File: src/rtl/matmul_pkg.sv
// matmul_pkg: shared definitions for the matrix-multiplication engine slice.
// Holds the engine word width, the memory-port operation encodings used
// between the engine and its bus bridge, the bridge state encoding and a
// small saturating-increment helper for the bridge's activity counters.
package matmul_pkg;

    // Engine word width.
    localparam int TYPE_BW = 32;

    // Memory-port operation encodings driven by the engine (2'b10 is reserved).
    localparam logic [1:0] MEM_NONE  = 2'b00;
    localparam logic [1:0] MEM_READ  = 2'b01;
    localparam logic [1:0] MEM_WRITE = 2'b11;

    // Bridge FSM states.
    typedef enum logic [1:0] {
        BR_IDLE = 2'b00,
        BR_BUS  = 2'b01,
        BR_DONE = 2'b10,
        BR_HOLD = 2'b11
    } bridge_state_e;

    // Increment a 16-bit counter, sticking at all-ones.
    function automatic logic [15:0] sat_inc16(input logic [15:0] value);
        logic [15:0] result;
        if (value == 16'hFFFF) begin
            result = value;
        end else begin
            result = value + 16'd1;
        end
        return result;
    endfunction

endpackage

File: src/rtl/matmul_wb_bridge.sv
// matmul_wb_bridge: Wishbone classic master for the matmul engine memory port.
// Each engine request (mem_operation/mem_addr/mem_wdata) becomes one
// single-word Wishbone cycle; completion is reported by a one-cycle
// mem_opdone, followed by a HOLD cycle that gives the engine time to update
// or withdraw its request. A bus timeout and slave errors set a sticky
// bus_error that clear_err removes.
// Ports:
//   clk, reset                  - clock, synchronous active-high reset
//   mem_operation/addr/wdata    - engine request (00 none, 01 read, 11 write)
//   mem_rdata, mem_opdone       - read data and completion pulse
//   wb_cyc_o..wb_dat_o          - registered Wishbone master outputs
//   wb_dat_i, wb_ack_i, wb_err_i- Wishbone slave response
//   bus_error, clear_err        - sticky error flag and its clear
//   rd_count, wr_count          - saturating completed-transfer counters
module matmul_wb_bridge
    import matmul_pkg::*;
#(
    parameter int          DATA_W    = TYPE_BW,
    parameter logic [31:0] BASE_ADDR = 32'h3000_0000,
    parameter int          TIMEOUT   = 255
) (
    input  logic              clk,
    input  logic              reset,
    input  logic [1:0]        mem_operation,
    input  logic [31:0]       mem_addr,
    input  logic [DATA_W-1:0] mem_wdata,
    output logic [DATA_W-1:0] mem_rdata,
    output logic              mem_opdone,
    output logic              wb_cyc_o,
    output logic              wb_stb_o,
    output logic              wb_we_o,
    output logic [3:0]        wb_sel_o,
    output logic [31:0]       wb_adr_o,
    output logic [31:0]       wb_dat_o,
    input  logic [31:0]       wb_dat_i,
    input  logic              wb_ack_i,
    input  logic              wb_err_i,
    output logic              bus_error,
    input  logic              clear_err,
    output logic [15:0]       rd_count,
    output logic [15:0]       wr_count
);

    // Last BUS cycle index before the timeout fires (timer starts at 0).
    localparam logic [9:0] TIMER_LAST = 10'(TIMEOUT - 1);

    bridge_state_e state_r;
    bridge_state_e next_state_s;
    logic          issue_s;
    logic          ack_ok_s;
    logic          fail_s;
    logic [9:0]    timer_r;
    logic [31:0]   wdata_ext_s;
    logic [31:0]   adr_next_s;
    logic          addr_hi_unused_s;

    // Word address to byte address; the top two word-address bits fall off.
    assign adr_next_s       = BASE_ADDR + {mem_addr[29:0], 2'b00};
    assign wdata_ext_s      = 32'(mem_wdata);
    assign addr_hi_unused_s = ^mem_addr[31:30];

    // State register.
    always_ff @(posedge clk) begin
        if (reset) begin
            state_r <= BR_IDLE;
        end else begin
            state_r <= next_state_s;
        end
    end

    // Next-state logic and per-cycle event strobes.
    always_comb begin
        next_state_s = state_r;
        issue_s      = 1'b0;
        ack_ok_s     = 1'b0;
        fail_s       = 1'b0;
        case (state_r)
            BR_IDLE: begin
                if ((mem_operation == MEM_READ) || (mem_operation == MEM_WRITE)) begin
                    next_state_s = BR_BUS;
                    issue_s      = 1'b1;
                end else begin
                    next_state_s = BR_IDLE;
                end
            end
            BR_BUS: begin
                // err takes precedence over a simultaneous ack
                if (wb_err_i) begin
                    next_state_s = BR_DONE;
                    fail_s       = 1'b1;
                end else if (wb_ack_i) begin
                    next_state_s = BR_DONE;
                    ack_ok_s     = 1'b1;
                end else if (timer_r == TIMER_LAST) begin
                    next_state_s = BR_DONE;
                    fail_s       = 1'b1;
                end else begin
                    next_state_s = BR_BUS;
                end
            end
            BR_DONE: begin
                next_state_s = BR_HOLD;
            end
            BR_HOLD: begin
                next_state_s = BR_IDLE;
            end
            default: begin
                next_state_s = BR_IDLE;
            end
        endcase
    end

    // Registered Wishbone outputs, engine handshake, timer, counters, error flag.
    always_ff @(posedge clk) begin
        if (reset) begin
            wb_cyc_o   <= 1'b0;
            wb_stb_o   <= 1'b0;
            wb_we_o    <= 1'b0;
            wb_sel_o   <= 4'h0;
            wb_adr_o   <= 32'h0000_0000;
            wb_dat_o   <= 32'h0000_0000;
            mem_opdone <= 1'b0;
            mem_rdata  <= '0;
            timer_r    <= 10'd0;
            rd_count   <= 16'd0;
            wr_count   <= 16'd0;
            bus_error  <= 1'b0;
        end else begin
            // Outputs follow the state being entered so they are stable for the whole cycle.
            wb_cyc_o   <= (next_state_s == BR_BUS);
            wb_stb_o   <= (next_state_s == BR_BUS);
            wb_sel_o   <= (next_state_s == BR_BUS) ? 4'hF : 4'h0;
            mem_opdone <= (next_state_s == BR_DONE);

            if (issue_s) begin
                wb_adr_o <= adr_next_s;
                wb_dat_o <= wdata_ext_s;
                wb_we_o  <= mem_operation[1];
            end else if (next_state_s != BR_BUS) begin
                wb_we_o  <= 1'b0;
            end else begin
                wb_we_o  <= wb_we_o;
            end

            if (state_r == BR_BUS) begin
                timer_r <= timer_r + 10'd1;
            end else begin
                timer_r <= 10'd0;
            end

            if (ack_ok_s) begin
                if (wb_we_o) begin
                    wr_count <= sat_inc16(wr_count);
                end else begin
                    rd_count  <= sat_inc16(rd_count);
                    mem_rdata <= wb_dat_i[DATA_W-1:0];
                end
            end else if (fail_s) begin
                mem_rdata <= '0;
            end else begin
                mem_rdata <= mem_rdata;
            end

            // A new error outranks a clear in the same cycle.
            if (fail_s) begin
                bus_error <= 1'b1;
            end else if (clear_err) begin
                bus_error <= 1'b0;
            end else begin
                bus_error <= bus_error;
            end
        end
    end

endmodule

File: config.mk
export PLATFORM = sky130hd
export DESIGN_NAME = matmul_wb_bridge
export DESIGN_NICKNAME = d
export VERILOG_FILES = /design/src/rtl/matmul_pkg.sv /design/src/rtl/matmul_wb_bridge.sv
export SDC_FILE = /design/constraint.sdc
export NUM_CORES = 1
export LEC_CHECK = 0
export ABC_AREA = 0
export CAP_MARGIN = 0
export CORE_MARGIN = 2
export CORE_UTILIZATION = 42
export DETAILED_ROUTE_END_ITERATION = 8
export PLACE_DENSITY_LB_ADDON = 0.3
export SLEW_MARGIN = 5
export SYNTH_ARGS = -nofsm -noshare
export SYNTH_HDL_FRONTEND = slang
export SYNTH_SLANG_ARGS = --single-unit
File: constraint.sdc
create_clock -name clk -period 2.18 [get_ports clk]
set_clock_uncertainty 0.15 [all_clocks]
set_input_delay 0.218 -clock clk [delete_from_list [all_inputs] [get_ports clk]]
set_output_delay 0.218 -clock clk [all_outputs]
set_load 0.05 [all_outputs]
==> flow_summary.toml <==
[logic_synthesis]
synthFlopType = "dfxtp_1"
netlist_area_sq_um = 5590
synth_seq_area_share_pct = 50.9
syn_avg_cell_area_sq_um = 8.81
synth_top_area_share_pct = 50.9
syn_inst = 634
synthMuxAreaShare_pct = 0.963
synth_top_area_cell = "dfxtp_1"
synthSimpleGateAreaFrac_pct = 21.9
synthTopCellsByArea = "dfxtp_1, nand2_1, a21oi_1, a32o_1, o31ai_1"
yosys.area_share.adder_pct = 1.12
synth_top_family_by_area = "simple AND/OR/NAND/NOR gates"
yosys_warnings = 0
synth_cell_type_count = 47
ys_seq_elements = 142
synth_compound_area_share_pct = 19.0
synth_edf_count = 0
synth_async_sr_flop_share_pct = 0
synth_xor_area_share_pct = 1.57

[routing]
wl_met3_mm = 1.49
first_pass_iters = 5
wl_mm = 17.1
wire_per_inst_um = 16.2
vias = 5625
drt_iter0_markers = 268
final_antenna_net_count = 0
wl_met2_mm = 8.56
drt-vias-per-instance = 5.31
drc = 0
topRoutingLayerUsed = "met4"
routedLengthMet1_mm = 6.61

[grt]
grtUsageTotal_pct = 23.2
grt.overflow.total = 0
grt_max_degree = 66
antenna_found_initial = 0
first_global_vias = 5493
grt_pass1_wl_mm = 26.6

[die]
die_area_sq_um = 14200
rows = 42
core_area_sq_um = 13100
die_h_um = 119
start_util_pct = 42.5
num_io_pins = 240
die_x_um = 119

[place]
gp_congestion = 0.807
detailed_place_hpwl_mm = 11.9
place_area_sq_um = 8170
io_buffers = 235

[clock_tree]
cts_tree = "yes"
path_clk_slew_ns = 0.06
clock_sinks = 142
htreeDepth = 4
cts-buffers-inserted = 17
cts_buffer_depth = 2
clk_latency_ns = 0.41
clockRootBuffer = "clkbuf_16"

[sta]
rsz0062_at_grt = "false"
worst_pin_slew_ns = 0.554
maxSlewViolCount = 0
slew_headroom_pct = 63.0
final.min_clock_period_ns = 2.11
whs_ns = 0.199
fmax_mhz = 474
finalSetupViolCount = 0
post-route-period-util_pct = 96.7
hold_violations = 0
setup-tns-final_ns = 0

[power]
power.total_uw = 6750
vdd_drop_max_mv = 0.472
powerDensity_nw_per_um2 = 758
p_leak_uw = 0.00319

[min_path]
hold_path_class = "in2reg"

[critical_path]
slowest_stage = "or4b_4"
critPathKind = "reg2reg"
critical_path_arrival_ns = 2.27
crit_fanout = 8
critPathRequiredTime_ns = 2.34
cp_cell_sequence = "inv_2 > ha_4 > or4b_4 > nor3_4 > buf_6 > o31ai_4 > clkbuf_16 > a32o_1"
slowest_delay_ns = 0.47
worst_setup_path_start_kind = "register"
cp-end-kind = "register"

[cells_and_area]
post-route-util_pct = 67.8
drive_gt1_share_pct = 8.83
final_nets = 978
antennaDiodeCount = 0
syn2layout_area_growth_pct = 59.3
final_cell_area_sq_um = 8900

[job]
drv_cap = 0

[outcome]
status = "finished, final reports clean"
-- cell families (layout without fill, tap and decap cells) --
group                      count (synthesis)  after routing
muxes                                      5              5
other                                      1              2
AOI/OAI and AO/OA                        159            160
and+or+nand+nor                          254            254
DFF                                      142            142
xor gates and xnor gates                  10             10
adders and majority gates                  5              5
buffers and inverters                     58            305
-- synthesized netlist by cell type (all sizes together) (3+ instances only) --
cell	instances
a32o	32
mux2	3
inv	8
clkbuf	29
nand2	138
nand2b	6
buf	21
dfxtp	142
or3	7
nand4	13
and2	3
a211oi	6
o41ai	7
nor2	30
a21oi	85
or4	14
and3	4
nor2b	7
and4	7
nand3	13
o31ai	16
ha	5
o21ai	7
xor2	7
xnor2	3
-- worst max-delay path, delay by kind of cell (launching register included) --
| kind | cells | cell delay (ns) |
|---|---|---|
| simple gates | 2 | 0.66 |
| compound gates | 2 | 0.33 |
| flops | 1 | 0.32 |
| buf+inv | 3 | 0.40 |
| fa+ha+maj | 1 | 0.12 |
-- power by group --
| group | internal (uW) | switching [uW] |
|---|---|---|
| clock | 1830 | 1020 |
| sequential | 2700 | 55.6 |
| combinational | 453 | 692 |
| total | 4980 | 1770 |
-- layer usage --
metal / global-route usage, % / vias up
met5: 0 / -
met3: 8.05 / 36
li1: - / 2735
met2: 41.1 / 217
met1: 25.2 / 2637
met4: 9.85 / 0
-- final timing paths --
path / from / to / slack, ns / cells past startpoint
hold / removal: mem_wdata[22] / wb_dat_o[22] / 0.20 / 3
setup / recovery: timer_r[0] / mem_rdata[13] / 0.07 / 8
setup reg to reg: timer_r[0] / mem_rdata[13] / 0.07 / 8
hold reg to reg: wb_adr_o[18] / wb_adr_o[18] / 0.30 / 2
-- repair_timing --
action,CTS,global route
buffers inserted,3,2
resized for setup,3,9
hold buffers,1,0
gates cloned,1,1
hold endpoints to repair,9,0
pin swaps,2,4
setup endpoints to repair,32,32
-- stage by stage --
stage	setup slack, ns	cells
after floorplan	0.0154	635
after global placement	-0.224	1019
after detailed placement	-0.338	1019
after CTS	0.00544	1056
after global routing	0.0167	1059
final	0.0711	1059
-- cell usage in the layout (no fill, tap or decap), types with 3 or more instances in the layout --
cell and count:
clkbuf_16 18, and3_1 4, a211oi_1 6, nand3_1 13, or3_1 7, nor2_1 28, clkinv_2 4, a32o_1 31
nor2b_1 7, o41ai_1 7, buf_12 4, xnor2_1 3, nand4_1 11, ha_1 4, dfxtp_1 140, clkdlybuf4s50_1 233
or4_1 14, o31ai_1 15, and4_1 7, a21oi_1 85, inv_1 7, xor2_1 7, clkbuf_1 4, clkbuf_8 5
nand2_1 138, o21ai_0 7, buf_4 24, nand2b_1 6
-- registers in the layout, summed over array words and instances, names as in the netlist --
name,cells
bus_error,1
mem_opdone,1
mem_rdata,32
rd_count,16
state_r,2
timer_r,10
wb_adr_o,30
wb_dat_o,32
wb_sel_o,1
wb_we_o,1
wr_count,16
-- cell type report --
| class | instances | area [sq um] |
|---|---|---|
| Clock buffer | 26 | 509 |
| Clock inverter | 6 | 80.1 |
| Fill cell | 996 | 4230 |
| Inverter | 8 | 30.0 |
| Multi-Input combinational cell | 436 | 2570 |
| Sequential cell | 142 | 2850 |
| Tap cell | 176 | 220 |
| Timing Repair Buffer | 265 | 2650 |
No activity file was read; power rests on OpenSTA's default activity.
